<file path="config.mk">
export PLATFORM = sky130hd
export DESIGN_NAME = inst_pipe_regs
export DESIGN_NICKNAME = d
export VERILOG_FILES = /design/src/rtl/inst_pipe_regs.sv
export SDC_FILE = /design/constraint.sdc
export NUM_CORES = 1
export LEC_CHECK = 0
export CAP_MARGIN = 20
export CORE_MARGIN = 2
export CORE_UTILIZATION = 44
export DETAILED_ROUTE_END_ITERATION = 6
export PLACE_DENSITY = 0.79
export SLEW_MARGIN = 20
export SYNTH_ARGS = -nofsm -noshare
export SYNTH_HDL_FRONTEND = slang
export SYNTH_SLANG_ARGS = --single-unit
</file>
<file path="constraint.sdc">
create_clock -name clk -period 2.5 [get_ports clk]
set_clock_uncertainty 0.2 [all_clocks]
set_input_delay 0.25 -clock clk [delete_from_list [all_inputs] [get_ports clk]]
set_output_delay 0.25 -clock clk [all_outputs]
set_load 0.1 [all_outputs]
</file>
<file path="src/rtl/inst_pipe_regs.sv">
// inst_pipe_regs: instruction/PC pipeline register chain for the 5-stage core.
// Holds the fetch PC and the R, X, M, W and END instruction latches. Bubbles
// are inserted behind a held stage, and wrong-path R/X contents are squashed
// when X resolves a taken branch/jump (flush = redirect & en_x).
//
// Ports:
//   clk, rst_n          core clock, synchronous active-low reset
//   en_f..en_w          per-stage enables from the pipeline controller
//   redirect            taken branch/jump resolved in X
//   redirect_pc         redirect target
//   imem_data           instruction at imem_addr (asynchronous read)
//   imem_addr           fetch PC (the PC register itself)
//   inst_r..inst_end    stage instruction words decoded by the controller
//   pc_r, pc_x          PC+1 of the instructions in R and X
//   stall_cnt,flush_cnt saturating event counters, present only when
//                       PIPE_PERF_CNT_EN is defined
module inst_pipe_regs #(
  parameter logic [15:0] BUBBLE_INST = 16'hFFFF,
  parameter logic [15:0] RESET_PC    = 16'h0000
) (
  input  logic        clk,
  input  logic        rst_n,
  input  logic        en_f,
  input  logic        en_r,
  input  logic        en_x,
  input  logic        en_m,
  input  logic        en_w,
  input  logic        redirect,
  input  logic [15:0] redirect_pc,
  input  logic [15:0] imem_data,
  output logic [15:0] imem_addr,
  output logic [15:0] inst_r,
  output logic [15:0] inst_x,
  output logic [15:0] inst_m,
  output logic [15:0] inst_w,
  output logic [15:0] inst_end,
`ifdef PIPE_PERF_CNT_EN
  output logic [15:0] stall_cnt,
  output logic [15:0] flush_cnt,
`endif
  output logic [15:0] pc_r,
  output logic [15:0] pc_x
);

  localparam int unsigned XLEN = 16;

  logic [XLEN-1:0] pc;
  logic [XLEN-1:0] pc_inc;
  logic            flush;

  // A redirect only counts once X actually advances; a held branch re-asserts.
  assign flush     = redirect & en_x;
  assign pc_inc    = pc + XLEN'(1);
  assign imem_addr = pc;

  // Fetch PC
  always_ff @(posedge clk) begin
    if (!rst_n)      pc <= RESET_PC;
    else if (flush)  pc <= redirect_pc;
    else if (en_f)   pc <= pc_inc;
  end

  // R stage: pc_r is left untouched on flush since the slot becomes a bubble
  always_ff @(posedge clk) begin
    if (!rst_n) begin
      inst_r <= BUBBLE_INST;
      pc_r   <= '0;
    end else if (flush) begin
      inst_r <= BUBBLE_INST;
    end else if (en_r) begin
      if (en_f) begin
        inst_r <= imem_data;
        pc_r   <= pc_inc;
      end else begin
        inst_r <= BUBBLE_INST;
      end
    end
  end

  // X stage: en_x with en_r low is the load-use bubble
  always_ff @(posedge clk) begin
    if (!rst_n) begin
      inst_x <= BUBBLE_INST;
      pc_x   <= '0;
    end else if (flush) begin
      inst_x <= BUBBLE_INST;
    end else if (en_x) begin
      if (en_r) begin
        inst_x <= inst_r;
        pc_x   <= pc_r;
      end else begin
        inst_x <= BUBBLE_INST;
      end
    end
  end

  // M and W stages; the branch in X still moves to M on its own flush
  always_ff @(posedge clk) begin
    if (!rst_n) begin
      inst_m <= BUBBLE_INST;
      inst_w <= BUBBLE_INST;
    end else begin
      if (en_m) inst_m <= en_x ? inst_x : BUBBLE_INST;
      if (en_w) inst_w <= en_m ? inst_m : BUBBLE_INST;
    end
  end

  // END stage is reloaded every cycle for late forwarding
  always_ff @(posedge clk) begin
    if (!rst_n) inst_end <= BUBBLE_INST;
    else        inst_end <= en_w ? inst_w : BUBBLE_INST;
  end

`ifdef PIPE_PERF_CNT_EN
  // Saturating stall/flush event counters
  always_ff @(posedge clk) begin
    if (!rst_n) begin
      stall_cnt <= '0;
      flush_cnt <= '0;
    end else begin
      if (!en_f && (stall_cnt != '1)) stall_cnt <= stall_cnt + XLEN'(1);
      if (flush && (flush_cnt != '1)) flush_cnt <= flush_cnt + XLEN'(1);
    end
  end
`endif

endmodule

</file>
Yosys cells after proc, flatten, opt, wreduce, memory -nomap -nowiden
Index checks and enable logic that the tools add are counted.
- input port bits: 40
- flip-flop bits (word level): 128
- output and inout port bits: 128
- bitwise logic cells: 3
- add/subtract/negate cells: 1
- reductions and logical operators: 5
- muxes and demuxes: 6
- operators with widths (kind ; count):
    $mux 16 ; 6
    $add 16x1->16 const B ; 1
    $reduce_and 3->1 ; 2
    $not 1->1 ; 2
    $reduce_and 2->1 ; 1
    $reduce_bool 2->1 ; 1
    $reduce_or 2->1 ; 1
    $and 1x1->1 ; 1

Depth between registers and ports, before layout
- depth in word-level cells: 3
- mapped depth: 7
- mapped depth without buffers: 5

Worst setup path before layout
Ideal clock, no wire load.
- kind: reg-to-reg
- from: register pc[0], in the netlist imem_addr[0]
- to: register pc[14], in the netlist imem_addr[14]
- stages on the path, launching flop included: 7
- buffers on the path: 1
- data arrival time: 2386 ps
- path slack: -161 ps
- required time: 2225 ps
- library setup time: 75 ps
- period minus slack after synthesis: 2661 ps
- cells stage by stage: dfxtp_1 > ha_1 > and4_1 > clkbuf_2 > nand2_1 > or3_2 > a31oi_1
- longest elaborated chain between the ends: 3
- RTL lines (what ; RTL line ; text):
    start, declared ; 47 ; logic [XLEN-1:0] pc;
    start signal, assigned ; 59 ; else if (flush) pc <= redirect_pc;
    start signal, assigned ; 60 ; else if (en_f) pc <= pc_inc;
    $add 16x1->16 ; 53 ; assign pc_inc = pc + XLEN'(1);
    $mux 16 ; 60 ;
    $mux 16 ; 59 ;
No other way between the ends. The select of a mux whose other input is x is not followed.
A chain may end at the register's enable or synchronous reset.

Worst setup path after layout
Ends and elaborated chain as after synthesis.

==> impl_metrics.py <==
metrics = {
    "floorplan": {
        "core_area_mm2": 0.0103,
        "die_w_um": 107,
        "initial_utilization_pct": 45.4,
        "die_y_um": 107,
        "rows": 37,
        "io_pins": 168,
        "die_area_mm2": 0.0115,
    },
    "routing": {
        "totalWireLength_um": 12800,
        "viasPerCell": 5.23,
        "drc_errors": 0,
        "postRouteAntennaNets": 0,
        "first_pass_iters": 5,
        "wire_per_inst_um": 15.4,
        "num_vias": 4342,
        "first_iter_violations": 252,
    },
    "synthesis": {
        "ys_warn_count": 0,
        "synth_ff_type": "dfxtp_1",
        "synth-edff-count": 0,
        "yosysUniqueCellTypes": 34,
        "syn_avg_cell_area_um2": 8.92,
        "synth_area_mm2": 0.00468,
        "async_flop_share_pct": 0,
        "synthCells": 525,
        "synth.net_count": 566,
        "synth_seq_area_share_pct": 54.7,
        "ys_ff_latch": 128,
    },
    "sta": {
        "fin_ws_ns": 0.421,
        "hold_ws_ns": 0.150,
        "setup_viol": 0,
        "slew_headroom_pct": 66.6,
        "final_max_slew_viol_count": 0,
        "setup_tns_ns": 0,
        "period_share_pct": 83.2,
        "hold_viol_final": 0,
        "fmaxAchievable_mhz": 481,
        "layout_min_cycle_time_ns": 2.08,
        "rsz0062_at_grt": "false",
        "worst_pin_slew_ns": 0.502,
    },
    "place": {
        "numPortBuffers": 167,
        "post-place-ws_ns": 0.402,
        "dp.cells": 798,
        "place_hpwl_um": 9390,
        "gp_congestion": 0.890,
    },
    "critical_path": {
        "slowest_stage": "dfxtp_2",
        "cp.required_ns": 2.73,
        "critPathMaxStageDelay_ns": 0.43,
        "path_delay_family": "simple AND/OR/NAND/NOR gates",
        "cp_max_fo": 9,
        "cp-end-kind": "flip-flop",
        "crit_chain": "ha_1 -> and4_1 -> nand2_1 -> or3_2 -> a31oi_1",
        "path_class": "flip-flop to flip-flop",
        "cp.arrival_ns": 2.31,
        "r2r_slack_ns": 0.42,
        "startpoint_type": "flip-flop",
        "path_buf_inv": 0,
    },
    "cts": {
        "cts_setup_buffers": 0,
        "htree_levels": 4,
        "cts_num_sinks": 128,
        "clockBufferDepth": 2,
        "clk_latency_ns": 0.51,
        "cts_root_buffer": "clkbuf_8",
        "clkTransAtPathRegs_ns": 0.07,
        "cts_made_buffers": 17,
        "cts_tree": "done",
    },
    "power_and_ir_drop": {
        "ir_drop_mv": 0.520,
        "powerDensity_mw_per_mm2": 768,
        "cellLeakagePower_uw": 0.00250,
        "totalPowerFinal_uw": 5140,
    },
    "global_routing": {
        "grt_max_degree": 57,
        "grt_pass1_wl_um": 20100,
        "grt-ovfl-total": 0,
        "antenna_found_initial": 0,
        "grtUsageTotal_pct": 22.1,
        "grt_pass1_vias": 3947,
    },
    "cells_and_area": {
        "diodes": 0,
        "n_fill_cell": 822,
        "nets": 723,
        "drive_gt1_share_pct": 29.2,
        "area_growth_pct": 42.8,
        "layoutNonFillerInstCount": 831,
    },
    "job": {
        "cap_violations": 0,
    },
    "hold_path": {
        "hold_class": "input pin to flip-flop",
    },
    "outcome": {
        "status": "finished clean",
    },
}
-- cells in the mapped netlist (2+ instances only) --
cell type,n,area share [%]
nand3_1,8,0.85
buf_2,7,0.75
mux2i_1,3,0.64
and4_1,2,0.37
buf_4,4,0.64
a211oi_1,6,0.96
nand2_1,107,8.6
or2_2,17,2.3
xor2_1,11,2.1
nand4_1,11,1.5
a31oi_1,5,0.67
nor4_1,5,0.67
a21oi_1,37,4.0
dfxtp_1,128,55
xnor2_1,13,2.4
o22ai_1,54,7.2
clkbuf_1,30,2.4
inv_1,2,0.16
nand3b_1,10,1.6
nor3_1,2,0.21
o21ai_0,38,4.1
nor2_1,11,0.88
or3_2,3,0.48
-- final cells by class --
class	instances	area [um^2]	area share, %
inverters	4	15.0	0.224
clock buffers	17	414	6.19
multi-input cells	351	1930	28.9
well taps	136	170	2.54
flip-flops and latches	128	2570	38.4
clock inverters	15	144	2.15
repair buffers	180	1450	21.6
-- power breakdown --
part | total [uW] | leakage (uW) | switching (uW) | internal (uW)
Combinational | 699 | 0.00119 | 515 | 183
Clock | 2280 | 0.000263 | 1010 | 1270
Sequential | 2160 | 0.00104 | 70.1 | 2090
-- logic make-up (layout without fill, tap and decap cells) --
logic type	after synthesis	in the layout	synth area share (%)
AND/OR/NAND/NOR	182	182	18.6
AO/OA/AOI/OAI	141	141	17.0
flip-flops	128	128	54.7
buffers and inverters	46	216	4.22
XOR/XNOR	24	24	4.49
multiplexers	3	3	0.641
adder cells (fa/ha/maj)	1	1	0.267
-- cells in the final DEF, fill, tap and decap left out, types with 4 or more instances in the layout --
master | Yosys | routed
a211oi_1 | 6 | 6
a21oi_1 | 37 | 35
a31oi_1 | 5 | 5
buf_4 | 4 | 140
clkbuf_16 | 0 | 16
clkdlybuf4s50_1 | 0 | 38
clkinvlp_4 | 0 | 4
dfxtp_1 | 128 | 123
dfxtp_2 | 0 | 5
inv_6 | 0 | 6
inv_8 | 0 | 4
nand2_1 | 107 | 107
nand3_1 | 8 | 8
nand3b_1 | 10 | 10
nand4_1 | 11 | 11
nor2_1 | 11 | 11
nor4_1 | 5 | 5
o21ai_0 | 38 | 38
o22ai_1 | 54 | 54
or2_2 | 17 | 17
xnor2_1 | 13 | 13
xor2_1 | 11 | 11
-- state kept, by name, summed over array words and instances (netlist names) --
signal / cells
pc_x: 16
inst_x: 16
inst_w: 16
imem_addr: 16
pc_r: 16
inst_end: 16
inst_m: 16
inst_r: 16
-- path summary, 6_finish.rpt --
check | startpoint | end | depth (start not counted)
setup / recovery | imem_addr[0]$_SDFFE_PN0P_ | imem_addr[14]$_SDFFE_PN0P_ | 5
hold / removal | imem_data[4] | inst_r[4]$_SDFFE_PP1P_ | 3
setup reg to reg | imem_addr[0]$_SDFFE_PN0P_ | imem_addr[14]$_SDFFE_PN0P_ | 5
hold reg to reg | pc_x[13]$_SDFFE_PN0P_ | pc_x[13]$_SDFFE_PN0P_ | 2
-- per-stage QoR --
step | util (%) | instance area, um^2
floorplan | - | 4690
global placement | 59.3 | 6120
detailed placement | 59.3 | 6120
CTS | 64.8 | 6690
global route | 64.8 | 6690
finish | 64.8 | 6690
-- worst min-delay path, cell delays in order --
cell	delay [ns]
clkdlybuf4s50_1	0.45
o22ai_1	0.07
nand2_1	0.06
-- repair_timing --
| action | 4_1_cts | 5_1_grt |
|---|---|---|
| resized for setup | 0 | 0 |
| hold buffers | 1 | 0 |
| endpoints found under the hold margin | 1 | 0 |
-- per-layer routing --
layer  GRT usage, %  vias up  part of all wire (%)
li1               -     2163                     -
met1           30.7     2003                    46
met2           33.0      160                    47
met3           4.68       16                   5.6
met4           9.55        0                   2.0
met5              0        -                     0
No activity file was read; power rests on OpenSTA's default activity.
